`src/rtl/alu_exec_unit.sv`:
```
// RV32I R-type execute unit: NUM_REGS x DATA_WIDTH register file, ALU and write-back FSM.
// Shifts iterate one bit per cycle unless ALU_EXEC_FAST_SHIFT_EN selects a barrel shifter.
module alu_exec_unit #(
   parameter int DATA_WIDTH = 32,
   parameter int NUM_REGS   = 32,
   localparam int ADDR_W    = $clog2(NUM_REGS),
   localparam int SHAMT_W   = $clog2(DATA_WIDTH)
) (
   input  logic                  clk,
   input  logic                  rst,
   input  logic                  in_valid,
   output logic                  in_ready,
   input  logic [6:0]            funct7,
   input  logic [2:0]            funct3,
   input  logic [ADDR_W-1:0]     rs1,
   input  logic [ADDR_W-1:0]     rs2,
   input  logic [ADDR_W-1:0]     rd,
   input  logic                  dbg_we,
   input  logic [ADDR_W-1:0]     dbg_addr,
   input  logic [DATA_WIDTH-1:0] dbg_wdata,
   output logic [DATA_WIDTH-1:0] dbg_rdata,
   output logic                  done,
   output logic [DATA_WIDTH-1:0] result,
   output logic                  overflow,
   output logic                  zero,
   output logic                  error
);

   localparam logic [1:0] ST_IDLE  = 2'd0;
   localparam logic [1:0] ST_EXEC  = 2'd1;
   localparam logic [1:0] ST_SHIFT = 2'd2;
   localparam logic [1:0] ST_WB    = 2'd3;
   localparam int MSB = DATA_WIDTH - 1;

   // Handshake: an instruction transfers on a rising edge where in_valid && in_ready;
   // in_ready is high only in IDLE and in_valid must hold its fields until that edge.
   logic [1:0]            state;
   logic [DATA_WIDTH-1:0] regs [NUM_REGS];
   logic [DATA_WIDTH-1:0] opa_q, opb_q;
   logic [ADDR_W-1:0]     rd_q;
   logic [6:0]            f7_q;
   logic [2:0]            f3_q;
   logic [DATA_WIDTH-1:0] result_q;
   logic                  overflow_q, zero_q, error_q;

   logic [SHAMT_W-1:0]    shamt;
   logic [DATA_WIDTH-1:0] sum, diff;
   logic [DATA_WIDTH-1:0] shl_res, srl_res, sra_res;
   logic [DATA_WIDTH-1:0] exec_res;
   logic                  exec_ovf, exec_err, exec_shift;

   assign shamt = opb_q[SHAMT_W-1:0];
   assign sum   = opa_q + opb_q;
   assign diff  = opa_q - opb_q;

`ifdef ALU_EXEC_FAST_SHIFT_EN
   assign shl_res = opa_q << shamt;
   assign srl_res = opa_q >> shamt;
   assign sra_res = DATA_WIDTH'($signed(opa_q) >>> shamt);
`else
   // Iterative mode: EXEC only needs the shift-by-zero value; SHIFT produces the rest.
   logic [DATA_WIDTH-1:0] acc_q, acc_shifted;
   logic [SHAMT_W-1:0]    cnt_q;

   assign shl_res = opa_q;
   assign srl_res = opa_q;
   assign sra_res = opa_q;

   always_comb begin
      acc_shifted = {f7_q[5] & acc_q[MSB], acc_q[MSB:1]};
      if (f3_q == 3'd1) acc_shifted = {acc_q[MSB-1:0], 1'b0};
   end
`endif

   always_comb begin
      exec_res   = '0;
      exec_ovf   = 1'b0;
      exec_err   = 1'b0;
      exec_shift = 1'b0;
      case ({f7_q, f3_q})
         {7'h00, 3'd0}: begin
            exec_res = sum;
            exec_ovf = (opa_q[MSB] == opb_q[MSB]) && (sum[MSB] != opa_q[MSB]);
         end
         {7'h20, 3'd0}: begin
            exec_res = diff;
            exec_ovf = (opa_q[MSB] != opb_q[MSB]) && (diff[MSB] != opa_q[MSB]);
         end
         {7'h00, 3'd1}: begin exec_shift = 1'b1; exec_res = shl_res; end
         {7'h00, 3'd2}: exec_res = {{(DATA_WIDTH-1){1'b0}}, $signed(opa_q) < $signed(opb_q)};
         {7'h00, 3'd3}: exec_res = {{(DATA_WIDTH-1){1'b0}}, opa_q < opb_q};
         {7'h00, 3'd4}: exec_res = opa_q ^ opb_q;
         {7'h00, 3'd5}: begin exec_shift = 1'b1; exec_res = srl_res; end
         {7'h20, 3'd5}: begin exec_shift = 1'b1; exec_res = sra_res; end
         {7'h00, 3'd6}: exec_res = opa_q | opb_q;
         {7'h00, 3'd7}: exec_res = opa_q & opb_q;
         default:       exec_err = 1'b1;
      endcase
   end

   always_ff @(posedge clk or posedge rst) begin
      if (rst) begin
         state      <= ST_IDLE;
         opa_q      <= '0;
         opb_q      <= '0;
         rd_q       <= '0;
         f7_q       <= '0;
         f3_q       <= '0;
         result_q   <= '0;
         overflow_q <= 1'b0;
         zero_q     <= 1'b0;
         error_q    <= 1'b0;
`ifndef ALU_EXEC_FAST_SHIFT_EN
         acc_q      <= '0;
         cnt_q      <= '0;
`endif
      end else begin
         case (state)
            ST_IDLE: if (in_valid) begin
               opa_q <= regs[rs1];
               opb_q <= regs[rs2];
               rd_q  <= rd;
               f7_q  <= funct7;
               f3_q  <= funct3;
               state <= ST_EXEC;
            end
            ST_EXEC: begin
`ifndef ALU_EXEC_FAST_SHIFT_EN
               acc_q <= opa_q;
               cnt_q <= shamt;
               if (exec_shift && shamt != '0) state <= ST_SHIFT;
               else begin
`else
               begin
`endif
                  result_q   <= exec_res;
                  overflow_q <= exec_ovf;
                  zero_q     <= (exec_res == '0);
                  error_q    <= exec_err;
                  state      <= ST_WB;
               end
            end
`ifndef ALU_EXEC_FAST_SHIFT_EN
            ST_SHIFT: begin
               acc_q <= acc_shifted;
               cnt_q <= cnt_q - 1'b1;
               if (cnt_q == SHAMT_W'(1)) begin
                  result_q   <= acc_shifted;
                  overflow_q <= 1'b0;
                  zero_q     <= (acc_shifted == '0);
                  error_q    <= 1'b0;
                  state      <= ST_WB;
               end
            end
`endif
            default: state <= ST_IDLE;
         endcase
      end
   end

   // Entry 0 is never written, so it stays at its reset value of zero.
   always_ff @(posedge clk or posedge rst) begin
      if (rst) begin
         for (int i = 0; i < NUM_REGS; i++) regs[i] <= '0;
      end else if (state == ST_WB) begin
         if (!error_q && rd_q != '0) regs[rd_q] <= result_q;
      end else if (state == ST_IDLE && dbg_we && dbg_addr != '0) begin
         regs[dbg_addr] <= dbg_wdata;
      end
   end

   assign in_ready  = (state == ST_IDLE);
   assign done      = (state == ST_WB);
   assign dbg_rdata = regs[dbg_addr];
   assign result    = result_q;
   assign overflow  = overflow_q;
   assign zero      = zero_q;
   assign error     = error_q;

endmodule

```
`config.mk`:
```
export PLATFORM = sky130hd
export DESIGN_NAME = alu_exec_unit
export DESIGN_NICKNAME = d
export VERILOG_FILES = /design/src/rtl/alu_exec_unit.sv
export SDC_FILE = /design/constraint.sdc
export NUM_CORES = 2
export LEC_CHECK = 0
export BUFFER_PORTS_ARGS = -buffer_cell sky130_fd_sc_hd__clkbuf_2
export CAP_MARGIN = 0
export CORE_UTILIZATION = 30
export DETAILED_ROUTE_END_ITERATION = 8
export PLACE_DENSITY = 0.52
export SLEW_MARGIN = 20
export SYNTH_ARGS = -nofsm -noshare
export SYNTH_HDL_FRONTEND = slang
export SYNTH_SLANG_ARGS = --single-unit
```
`constraint.sdc`:
```
create_clock -name clk -period 107.5 [get_ports clk]
set_input_delay 32.25 -clock clk [delete_from_list [all_inputs] [get_ports clk]]
set_output_delay 32.25 -clock clk [all_outputs]
set_load 0.005 [all_outputs]
```
Yosys cells after proc, flatten, opt, wreduce, memory -nomap -nowiden
Cells that the tools add are included.
- flip-flop bits (word level): 1177
- input bits: 66
- $add $sub $neg: 3
- $lt $le $gt $ge: 8
- eq/ne operators: 22
- multiplexer cells: 40
- bitwise logic cells: 8
- reductions and logical operators: 24
- operators by type and width (cell ; number):
    $mux W1024 ; 3
    $bwmux W1024 ; 2
    $bmux W32 S5 ; 3
    $mux W32 ; 11
    $demux W32 S5 ; 2
    $pmux W32 S8 ; 1
    $pmux W32 S2 ; 2
    $logic_not A32 Y1 ; 2
    $lt A32 B32 Y1 ; 2
    $eq A10 B3 Y1 const B ; 4
    $add A32 B32 Y32 ; 1
    $and A32 B32 Y32 ; 1
    $or A32 B32 Y32 ; 1
    $sub A32 B32 Y32 ; 1
    $xor A32 B32 Y32 ; 1
    $ge A6 B6 Y1 const B ; 4
    $not A5 Y6 ; 4
    $eq A10 B2 Y1 const B ; 2
    $eq A10 B9 Y1 const B ; 2
    $reduce_bool A5 Y1 ; 3
    $lt A6 B1 Y1 const B ; 2
    $eq A10 B1 Y1 const B ; 1
    $logic_not A10 Y1 ; 1
    $pmux W5 S2 ; 1
    other kinds (22) ; 48

Longest topological paths before layout
- word-level depth: 8
- mapped depth: 15
- depth with buffers taken out: 15

Least setup slack after synthesis
No wires, ideal clock.
- path kind: input to output
- start point: input port dbg_addr[0]
- end point: output port dbg_rdata[10]
- arrival time: 34.415 ns
- required time: 75.250 ns
- setup slack: 40.835 ns
- stages: 7
- path buffers: 4
- cell sequence: clkbuf_1 -> buf_1 -> clkbuf_1 -> clkbuf_1 -> mux4_2 -> a22oi_1 -> nand4_1
- cells in the longest elaborated chain, start to end: 4
- ends and longest elaborated chain (element ; RTL line ; source):
    start, declared ; 19 ; input logic [ADDR_W-1:0] dbg_addr,
    $not A5 Y6 (not written as such) ; 174 ; assign dbg_rdata = regs[dbg_addr];
    $bmux W32 S5 ; 174 ;
    $mux W32 (not written as such) (2 in series) ; 174 ;
    end, declared ; 21 ; output logic [DATA_WIDTH-1:0] dbg_rdata,
No other way between the ends. The select of a mux whose other input is x is not followed.

Worst setup path in the final report
- start point: input port dbg_addr[1]
- end point: output port dbg_rdata[23]
Same word-level chain as after synthesis.

==> impl_metrics.yaml <==
run_status:
  status: "finished, final reports clean"
synthesis:
  synth.most_common_cell: "dfrtp_1"
  syn_inst: 7786
  synth_top_cell_area_share: 0.364
  synth_area_sq_mm: 0.0809
  synth_top_family_by_area: "multiplexers"
  synthSimpleGateAreaFrac: 0.0863
  syn_area_per_cell_sq_um: 10.4
  synthFlopType: "dfrtp_1"
  synth_xor_area_frac: 0.00141
  synthTopCellsByCount: "dfrtp_1 (1177), a22oi_1 (1160), mux4_2 (896)"
  synthAdderAreaFrac: 0.0174
  synth.distinct_cells: 85
  ys_seq_elements: 1177
  synth.area.mux_share: 0.267
  ys_seq_area_frac: 0.364
  async_reset_ff_frac: 1.00
  syn_nets: 7963
  synth_compound_area_frac: 0.213
  synth_warnings: 0
  synth_top_cell_by_area: "dfrtp_1"
  synth-edff-count: 0
  synth.area.top_cells: "dfrtp_1 (36%), mux4_2 (25%), a22oi_1 (11%)"
placed_design:
  io_buffer_count: 134
  place_ws_ns: 39.70
  dpl.hpwl_microns: 240000
  routabilityCongestion: 0.943
  place_area_sq_mm: 0.0853
worst_setup_path:
  worstSetupStartpointType: "input port"
  cp_data_required_time_ns: 75.25
  crit_chain: "buf_8, buf_4, buf_4, mux4_2, a22oi_1, nand4_1, clkbuf_2"
  worst_setup_path_end_kind: "primary output"
  cpMostUsedCell: "buf_4"
  critPathArrivalTime_ns: 35.63
  critical_path_class: "in -> out"
  critPathLaunch: "dbg_addr[1]"
  crit_slowest_cell: "buf_4"
  r2r-start: "opa_q[2]"
  path_max_fanout: 58
  max_stage_delay_ns: 0.80
sta:
  skew_ns: 0.0872
  fin_ws_ns: 39.62
  min_period_over_period: 0.631
  fmax_mhz: 14.7
  max_slew_margin: 0.0679
  rsz0062_at_grt: "no"
  final_max_slew_viol_count: 0
  hold_viol_final: 0
  worstMarginPinSlew_ns: 1.36
  period_minus_slack_ns: 67.88
  setup_tns_ns: 0
  setup_violations: 0
floorplanning:
  floorplan.initialDensity: 0.302
  row_count: 190
  die_x_microns: 521
  dieHeight_microns: 521
  ioPinCount: 135
  core-area_sq_mm: 0.268
  fp.dieArea_sq_mm: 0.272
grt:
  grt_max_degree: 140
  gr-total-overflow: 0
  antenna_found_initial: 31
  grt_pass1_vias: 71352
  grt_pass1_wl_microns: 578000
  track_usage: 0.300
power:
  leakagePower_nw: 33.4
  ir_drop_mv: 0.0171
  finalPower_mw: 2.26
  power.density_mw_per_mm2: 25.0
flow_run:
  max_cap_violations: 0
clock_tree:
  cts_made_buffers: 144
  insertion_delay_ns: 0.86
  postCtsHoldBufs: 0
  clockBufferDepth: 3
  cts_setup_buffers: 0
  cts_sinks: 1177
  cts_tree: "built"
  clk_pin_slew_worst_paths_ns: 0.06
  root_buffer: "clkbuf_16"
  htreeDepth: 4
  cts_repair_resize_count: 0
route:
  dr_total_vias: 74967
  viasPerCell: 6.80
  drt_iter0_drc: 11734
  wl_microns: 415000
  dr.pass1.iters: 7
  drcViolationCount: 0
  postRouteAntennaNets: 0
  wl_per_cell_microns: 37.6
min_path:
  worstHoldStart: "regs[1020]"
  hp-class: "reg -> reg"
layout:
  fin_area_sq_mm: 0.0904
  fill_cells: 26778
  layout.nets: 7523
  layout-area-overhead-vs-synth_pct: 11.8
  drive_gt1_frac: 0.233
-- layer usage --
metal,part of all wire,global-route usage
met1,0.36,0.378
met4,0.072,0.193
met3,0.15,0.123
met5,0.00031,0
met2,0.42,0.421
-- power by group --
part	internal, mW	switching (mW)	total, mW
sequential	0.555	0.152	0.706
combinational	0.333	0.693	1.03
clock	0.305	0.225	0.529
total	1.19	1.07	2.26
-- stage by stage --
step	utilization	hold WS, ns	instances
2_1_floorplan	-	0.458	7786
3_3_place_gp	0.318	0.394	10749
3_5_place_dp	0.318	0.402	10752
4_1_cts	0.337	0.416	11012
5_1_grt	0.337	0.431	11013
6_report	0.337	0.417	11029
-- cell type report --
cell class | count | area [sq um] | share of cell area
Multi-Input combinational cell | 5529 | 48400 | 0.535
Clock inverter | 68 | 1020 | 0.0113
Inverter | 116 | 443 | 0.00490
Sequential cell | 1177 | 29500 | 0.326
Clock buffer | 192 | 3980 | 0.0441
Timing Repair Buffer | 378 | 2660 | 0.0294
Tap cell | 3552 | 4440 | 0.0491
Antenna cell | 17 | 42.5 | 0.000470
-- sequential cells by signal, summed over array words and instances, names as in the netlist --
register  count
cnt_q         5
zero          1
overflow      1
acc_q        32
result       32
state         2
f7_q          7
rd_q          5
opa_q        32
opb_q        32
error         1
regs       1024
f3_q          3
-- final timing paths --
kind,to,slack (ns),depth (start not counted)
min in group asynchronous,regs[485],31.56,2
max in group asynchronous,regs[224],71.96,6
worst max-delay path,dbg_rdata[23],39.62,7
worst max register to register,zero,102.50,14
worst min register to register,regs[1020],0.42,0
worst min-delay path,regs[1020],0.42,0
-- kinds of logic after synthesis --
group / Yosys count
compound gates: 2711
simple gates: 1659
flops: 1177
buf+inv: 1080
mux: 1035
fa+ha+maj: 111
xor+xnor: 13
-- placed cells by master, fill, tap and decap left out, drive strengths merged, types with 109 or more instances in the layout --
master  instances
a21oi         456
nor2          514
clkbuf        314
nand2         828
a22oi        1160
buf           256
ha            109
mux4          896
dfrtp        1177
inv           123
o21ai         852
-- critical path: cells and delay by family --
kind / cells / cell delay (ns)
simple gates: 1 / 0.29
mux: 1 / 0.61
buf+inv: 4 / 2.02
compound gates: 1 / 0.27
(Power assumes the default switching activity.)
